<file path="src/rtl/mealy_serial_feeder.sv">
// Parallel-to-serial feeder for the sequence-detector FSMs: valid/ready word intake,
// one-word holding buffer, one serial bit per enabled clock, zero-gap back-to-back words.
module mealy_serial_feeder #(
  parameter int unsigned DATA_W    = 8,
  parameter bit          MSB_FIRST = 1'b1,
  parameter bit          IDLE_BIT  = 1'b0
) (
  input  logic              clk,
  input  logic              reset,
  input  logic [DATA_W-1:0] in_data,
  input  logic              in_valid,
  output logic              in_ready,
  input  logic              bit_en,
  output logic              dout,
  output logic              dout_valid,
  output logic              frame_start,
  output logic              busy
);

  localparam int unsigned CNT_W = $clog2(DATA_W);
  localparam logic [CNT_W-1:0] LAST = CNT_W'(DATA_W - 1);

  typedef enum logic {IDLE, SHIFT} state_t;

  state_t             state;
  logic [DATA_W-1:0]  sh;
  logic [DATA_W-1:0]  hold;
  logic               hold_full;
  logic [CNT_W-1:0]   cnt;
  logic [DATA_W-1:0]  sh_next;
  logic               accept;

  assign sh_next = MSB_FIRST ? {sh[DATA_W-2:0], 1'b0} : {1'b0, sh[DATA_W-1:1]};
  assign accept  = in_valid & in_ready;

  always_ff @(posedge clk or negedge reset) begin
    if (!reset) begin
      state     <= IDLE;
      sh        <= '0;
      hold      <= '0;
      hold_full <= 1'b0;
      cnt       <= '0;
    end else begin
      // accept only when hold is empty, so it never collides with a hold transfer
      if (accept) begin
        hold      <= in_data;
        hold_full <= 1'b1;
      end
      case (state)
        IDLE: begin
          if (hold_full) begin
            sh        <= hold;
            hold_full <= 1'b0;
            cnt       <= '0;
            state     <= SHIFT;
          end
        end
        SHIFT: begin
          if (bit_en) begin
            if (cnt == LAST) begin
              if (hold_full) begin
                sh        <= hold;
                hold_full <= 1'b0;
              end else begin
                state <= IDLE;
              end
              cnt <= '0;
            end else begin
              sh  <= sh_next;
              cnt <= cnt + CNT_W'(1);
            end
          end
        end
        default: state <= IDLE;
      endcase
    end
  end

  // outputs decode flops only; in_ready also drops immediately with reset
  assign in_ready    = reset & ~hold_full;
  assign dout_valid  = (state == SHIFT);
  assign dout        = dout_valid ? (MSB_FIRST ? sh[DATA_W-1] : sh[0]) : IDLE_BIT;
  assign frame_start = dout_valid & (cnt == '0);
  assign busy        = dout_valid | hold_full;

endmodule

</file>
<file path="config.mk">
export PLATFORM = sky130hd
export DESIGN_NAME = mealy_serial_feeder
export DESIGN_NICKNAME = d
export VERILOG_FILES = /design/src/rtl/mealy_serial_feeder.sv
export SDC_FILE = /design/constraint.sdc
export NUM_CORES = 1
export LEC_CHECK = 0
export CAP_MARGIN = 10
export CORE_ASPECT_RATIO = 1.1
export CORE_MARGIN = 2
export CORE_UTILIZATION = 41
export CTS_BUF_LIST = sky130_fd_sc_hd__clkbuf_4
export CTS_CLUSTER_SIZE = 16
export DETAILED_ROUTE_END_ITERATION = 12
export GPL_ROUTABILITY_DRIVEN = 0
export PLACE_DENSITY = 0.63
export SYNTH_ARGS = -nofsm -noshare
export SYNTH_HDL_FRONTEND = slang
export SYNTH_SLANG_ARGS = --single-unit
</file>
<file path="constraint.sdc">
create_clock -name clk -period 1.8 [get_ports clk]
set_input_delay 0.36 -clock clk [delete_from_list [all_inputs] [get_ports clk]]
set_output_delay 0.36 -clock clk [all_outputs]
set_load 0.1 [all_outputs]
</file>
==> results.sh, run 1 <==
export IMPL_design_area_mm2=0.001374
export IMPL_viasPerCell=4.979
export IMPL_dr_pass1_iters=4
export IMPL_core_rowCount=19
export IMPL_cts_clk_slew_worst_paths_ps=110
export IMPL_max_freq_ghz=0.5891
export IMPL_final_setup_viol_count=0
export IMPL_synthAdderAreaFrac_pct=4.635
export IMPL_track_usage_pct=13.68
export IMPL_synth_compound_area_share_pct=16.34
export IMPL_synth_avg_cell_area_um2=11.87
export IMPL_slew_violations=0
export IMPL_ys_types=25
export IMPL_port_buffers=16
export IMPL_status="finished, final reports clean"
export IMPL_arrival_ps=1340
export IMPL_critPathCaptureType="primary output"
export IMPL_first_iter_violations=6
export IMPL_core_region_area_mm2=0.002496
export IMPL_worst_setup_path_type="flop to primary output"
export IMPL_fin_setup_tns_ps=0
export IMPL_dpl_cell_area_mm2=0.001341
export IMPL_grt_pass1_wl_um=3118
export IMPL_clockBufferDepth=2
export IMPL_antenna_found_initial=0
export IMPL_yosys_area_top_type="dfrtp_1"
export IMPL_grt_busiest_layer="met2"
export IMPL_ys_seq_elements=21
export IMPL_synth_edf_count=0
export IMPL_power_density_mw_per_mm2=1525
export IMPL_leakagePower_nw=0.6567
export IMPL_dr_total_vias=707
export IMPL_met2_usage_pct=21.61
export IMPL_root_buffer="clkbuf_4"
export IMPL_synth_common_cells="21 x dfrtp_1, 17 x inv_1, 10 x nor2_1, 9 x mux2_2, 7 x a221oi_2"
export IMPL_clock_skew_ps=3.793
export IMPL_post_route_period_util_pct=94.31
export IMPL_syn_inst=91
export IMPL_met3_usage_pct=1.546
export IMPL_synth_simple_area_share_pct=13.44
export IMPL_synth_mux_area_share_pct=10.31
export IMPL_synthTopCellsByArea="dfrtp_1 49%, a221oi_2 9.7%, mux2_2 9.4%"
export IMPL_max_cap_violations=0
export IMPL_grt_use_met1_pct=18.68
export IMPL_overflow=0
export IMPL_holdCritPathClass="input port to asynchronous set/reset pin"
export IMPL_synthToLayoutAreaGrowth_pct=27.23
export IMPL_rrSetupSlack_ps=210
export IMPL_yosys_cell_count_top_type="dfrtp_1"
export IMPL_period_minus_slack_ps=1698
export IMPL_peakVddDrop_mv=0.9573
export IMPL_drtAntennaViolNets=0
export IMPL_cts_sinks=21
export IMPL_syn_area_mm2=0.001080
export IMPL_required_ps=1440
export IMPL_die_x_um=52.93
export IMPL_clock_latency_ps=300
export IMPL_routed_wirelength_um=1727
export IMPL_numCtsBuffers=3
export IMPL_synth_xor_area_share_pct=0
export IMPL_hold_violations=0
export IMPL_synth_seq_area_share_pct=48.67
export IMPL_synth_async_reset_ratio_pct=100.0
export IMPL_antenna_cells=0
export IMPL_remaining_drc_errors=0
export IMPL_grt_pass1_vias=737
export IMPL_cts_tree="done"
export IMPL_rsz0062_at_grt="false"
export IMPL_start_util_pct=43.26
export IMPL_synth_top_family_by_area="compound AO/OA/AOI/OAI gates"
export IMPL_tightest_slew_ps=388.6
export IMPL_syn_nets=107
export IMPL_grt_start_max_net_pins=22
export IMPL_synth_ff_type="dfrtp_1"
export IMPL_cp_start_kind="flop"
export IMPL_io_pins=17
export IMPL_place_hpwl_um=1285
export IMPL_relSlewSlack_pct=74.10
export IMPL_final_nets=128
export IMPL_routedWlPerCell_um=12.16
export IMPL_fp_dieH_um=57.83
export IMPL_holdBufCountCts=0
export IMPL_die_area_mm2=0.003061
export IMPL_layout_drive_gt1_share_pct=35.14
export IMPL_yosys_warnings=0
export IMPL_synthDominantCellAreaShare_pct=48.67
export IMPL_htree_levels=1
export IMPL_crit_fanout=8
power by group:
group / switching [mW] / leakage, nW / internal, mW
combinational: 0.559 / 0.398 / 0.473
clock: 0.138 / 0.0177 / 0.0827
sequential: 0.155 / 0.241 / 0.688
flip-flops by register name (all words and copies together), names as in the netlist:
name        flops
dout_valid      1
cnt             3
sh              8
hold_full       1
hold            8
area by class of cell:
| type | count | area (um2) |
|---|---|---|
| Fill cell | 216 | 1122 |
| Sequential cell | 21 | 529.3 |
| Multi-Input combinational cell | 52 | 493.0 |
| Timing Repair Buffer | 17 | 217.7 |
| Inverter | 17 | 67.56 |
| Tap cell | 31 | 38.79 |
| Clock buffer | 3 | 22.52 |
| Clock inverter | 1 | 5.005 |
per-stage QoR:
stage | utilization [%] | total power, mW | instances | setup slack (ps) | hold slack [ps]
3_5_place_dp | 53.73 | 1.893 | 138 | 87.67 | 492.6
6_report | 55.04 | 2.096 | 142 | 102.5 | 463.9
4_1_cts | 54.84 | 2.118 | 142 | 9.392 | 478.6
3_3_place_gp | 53.73 | 1.871 | 138 | 113.5 | 485.6
5_1_grt | 55.04 | 2.260 | 142 | 15.08 | 482.0
2_1_floorplan | - | 1.591 | 91 | 2.986 | 64.41
timing repair:
action	CTS	global route
endpoints found under the setup margin	0	1
resized for setup	0	1
setup buffers	0	0
cells in the final DEF, fill, tap and decap left out:
master           synthesis  layout
clkinv_2                 0       1
clkinvlp_4               0       1
inv_1                   17      16
a21boi_2                 1       1
a22o_1                   1       1
mux2i_1                  1       1
and2_2                   0       1
nand2_4                  1       1
ha_1                     4       4
dfrtp_4                  0       1
dfrtp_1                 21      20
buf_12                   0       5
clkbuf_4                 0       3
nand2_1                  3       3
o2bb2ai_1                1       1
clkdlybuf4s50_1          0      11
and2b_2                  1       1
o31ai_1                  1       1
nand2b_1                 1       1
or2_2                    1       1
and3b_2                  0       1
nor2_1                  10       9
nor2_4                   0       1
nor2b_4                  3       3
o21bai_4                 1       1
nand3b_1                 1       1
o22ai_1                  1       1
o21ai_0                  1       1
a21oi_1                  1       1
a221oi_2                 7       7
mux2_2                   9       9
buf_4                    1       1
critical path, stage by stage, from the launching register on:
cell and delay [ps]:
dfrtp_1 530, nor2_4 220, clkinvlp_4 120, buf_12 170
metal layers:
layer  routed length, um  part of all wire, %
met5                   0                    0
met4                  14                 0.81
met3                  51                  3.0
met2                 889                   51
met1                 771                   45
worst paths after layout:
kind	cells past startpoint	start	endpoint
max in group asynchronous	2	reset	dout_valid$_DFF_PN0_
min reg2reg	1	hold[0]$_DFFE_PN0P_	hold[0]$_DFFE_PN0P_
max reg2reg	5	cnt[0]$_DFFE_PN0P_	sh[1]$_DFFE_PN0P_
min in group clk	1	hold[0]$_DFFE_PN0P_	hold[0]$_DFFE_PN0P_
max	3	hold_full$_DFF_PN0_	busy
min	2	reset	hold[7]$_DFFE_PN0P_
logic make-up (layout without fill, tap and decap cells):
kind of cell / count (synthesis) / in the layout
buffers and inverters: 18 / 38
multiplexers: 10 / 10
AO/OA/AOI/OAI: 15 / 15
AND/OR/NAND/NOR: 23 / 23
flip-flops: 21 / 21
adder cells (fa/ha/maj): 4 / 4
Power figures use the tool's default switching activity.
==> run 2: changes to the inputs <==
Settings changed: CTS_CLUSTER_DIAMETER set to 150.
Clock period 1.8 ns to 1.7 ns, I/O delays scaled along.
==> results.sh, run 2 (synthesis gave the netlist of run 1 again) <==
export IMPL_fp_dieH_um=57.83
export IMPL_dr_pass1_iters=2
export IMPL_dr_total_vias=737
export IMPL_clock_latency_ps=300
export IMPL_die_area_mm2=0.003061
export IMPL_critPathCaptureType="primary output"
export IMPL_hold_violations=0
export IMPL_start_util_pct=43.26
export IMPL_max_cap_violations=0
export IMPL_layout_drive_gt1_share_pct=41.53
export IMPL_clock_skew_ps=8.433
export IMPL_viasPerCell=4.946
export IMPL_final_nets=135
export IMPL_power_density_mw_per_mm2=1613
export IMPL_antenna_cells=0
export IMPL_routed_wirelength_um=1919
export IMPL_grt_pass1_vias=792
export IMPL_cts_tree="done"
export IMPL_core_region_area_mm2=0.002496
export IMPL_status="finished, final reports clean"
export IMPL_period_minus_slack_ps=1670
export IMPL_required_ps=1360
export IMPL_place_hpwl_um=1437
export IMPL_reg_top3="hold x8, sh x8, cnt x3"
export IMPL_peakVddDrop_mv=1.084
export IMPL_io_pins=17
export IMPL_overflow=0
export IMPL_r2r_cells=5
export IMPL_arrival_ps=1330
export IMPL_routedWlPerCell_um=12.88
export IMPL_final_setup_worst_slack_ps=30.39
export IMPL_relSlewSlack_pct=77.88
export IMPL_cp_start_kind="flop"
export IMPL_clockBufferDepth=2
export IMPL_crit_fanout=3
export IMPL_die_x_um=52.93
export IMPL_rrSetupSlack_ps=110
export IMPL_final_setup_viol_count=0
export IMPL_worstReg2RegEnd="sh[6]$_DFFE_PN0P_"
export IMPL_rsz0062_at_grt="true"
export IMPL_worstReg2RegStart="cnt[0]$_DFFE_PN0P_"
export IMPL_port_buffers=16
export IMPL_total_power_mw=2.307
export IMPL_cts_clk_slew_worst_paths_ps=120
export IMPL_dp_slack_ps=-8.573
export IMPL_max_freq_ghz=0.5989
export IMPL_leakagePower_nw=0.6862
export IMPL_layout_commonest_cell="dfrtp_1"
export IMPL_cts_sinks=21
export IMPL_holdCritPathClass="input port to asynchronous set/reset pin"
export IMPL_slew_violations=0
export IMPL_final_cell_mix="19 x dfrtp_1, 15 x inv_1, 11 x clkdlybuf4s50_1"
export IMPL_antenna_found_initial=0
export IMPL_holdBufCountCts=0
export IMPL_remaining_drc_errors=0
export IMPL_post_route_period_util_pct=98.21
export IMPL_numCtsBuffers=3
export IMPL_tightest_slew_ps=330.8
export IMPL_synthToLayoutAreaGrowth_pct=32.44
export IMPL_grt_start_max_net_pins=22
export IMPL_htree_levels=1
export IMPL_drtAntennaViolNets=0
export IMPL_track_usage_pct=15.03
export IMPL_grt_pass1_wl_um=3318
export IMPL_core_rowCount=19
export IMPL_worst_setup_path_type="flop to primary output"
export IMPL_root_buffer="clkbuf_4"
export IMPL_first_iter_violations=13
-- run 2: how the worst max path moves through the flow --
| stage | from | endpoint | slack (ps) | depth (start not counted) |
|---|---|---|---|---|
| floorplan | dout_valid$_DFF_PN0_ | busy | 20 | 3 |
| global placement | bit_en | cnt[2]$_DFFE_PN0P_ | 50 | 3 |
| detailed placement | bit_en | sh[6]$_DFFE_PN0P_ | -9 | 4 |
| CTS | cnt[0]$_DFFE_PN0P_ | frame_start | 7 | 4 |
| global route | cnt[0]$_DFFE_PN0P_ | frame_start | -30 | 4 |
| finish | cnt[0]$_DFFE_PN0P_ | frame_start | 30 | 4 |
-- run 2: critical path, stage by stage (launching register included) --
cell and delay [ps]:
dfrtp_1 410, inv_1 70, ha_2 170, and3b_2 210, buf_12 170
-- run 2: power by group --
part           total, mW  leakage (nW)  switching [mW]  internal [mW]
combinational       1.18         0.428           0.618          0.557
sequential         0.896         0.240           0.165          0.731
clock              0.235        0.0177           0.148         0.0876
total               2.31         0.686           0.931           1.38
-- run 2: through the flow --
stage	setup TNS, ps	cells	util, %	area, um2	hold slack (ps)
floorplan	0	91	-	1101	44.41
global placement	0	140	54.54	1361	485.4
detailed placement	-8.573	140	54.54	1361	492.0
CTS	0	145	55.99	1398	457.0
global route	-37.52	149	57.29	1430	456.3
finish	0	149	57.29	1430	446.4
-- run 2: what timing repair did --
| item | 4_1_cts | 5_1_grt |
|---|---|---|
| pin swaps | 0 | 1 |
| gates resized for setup | 1 | 2 |
| setup buffers | 1 | 4 |
| setup endpoints to repair | 2 | 2 |
-- run 2: cell type report --
cell class	count	area, um2
Clock buffer	3	22.52
Inverter	17	67.56
Sequential cell	21	530.5
Clock inverter	1	5.005
Tap cell	31	38.79
Timing Repair Buffer	24	270.3
Multi-Input combinational cell	52	495.5
Fill cell	208	1066
-- run 2: metal layers --
metal,vias up,global-route usage (%),part of all wire [%]
met1,363,16.84,42
li1,362,-,-
met5,-,0,0
met3,2,3.093,2.9
met4,0,6.593,0.99
met2,10,26.96,54
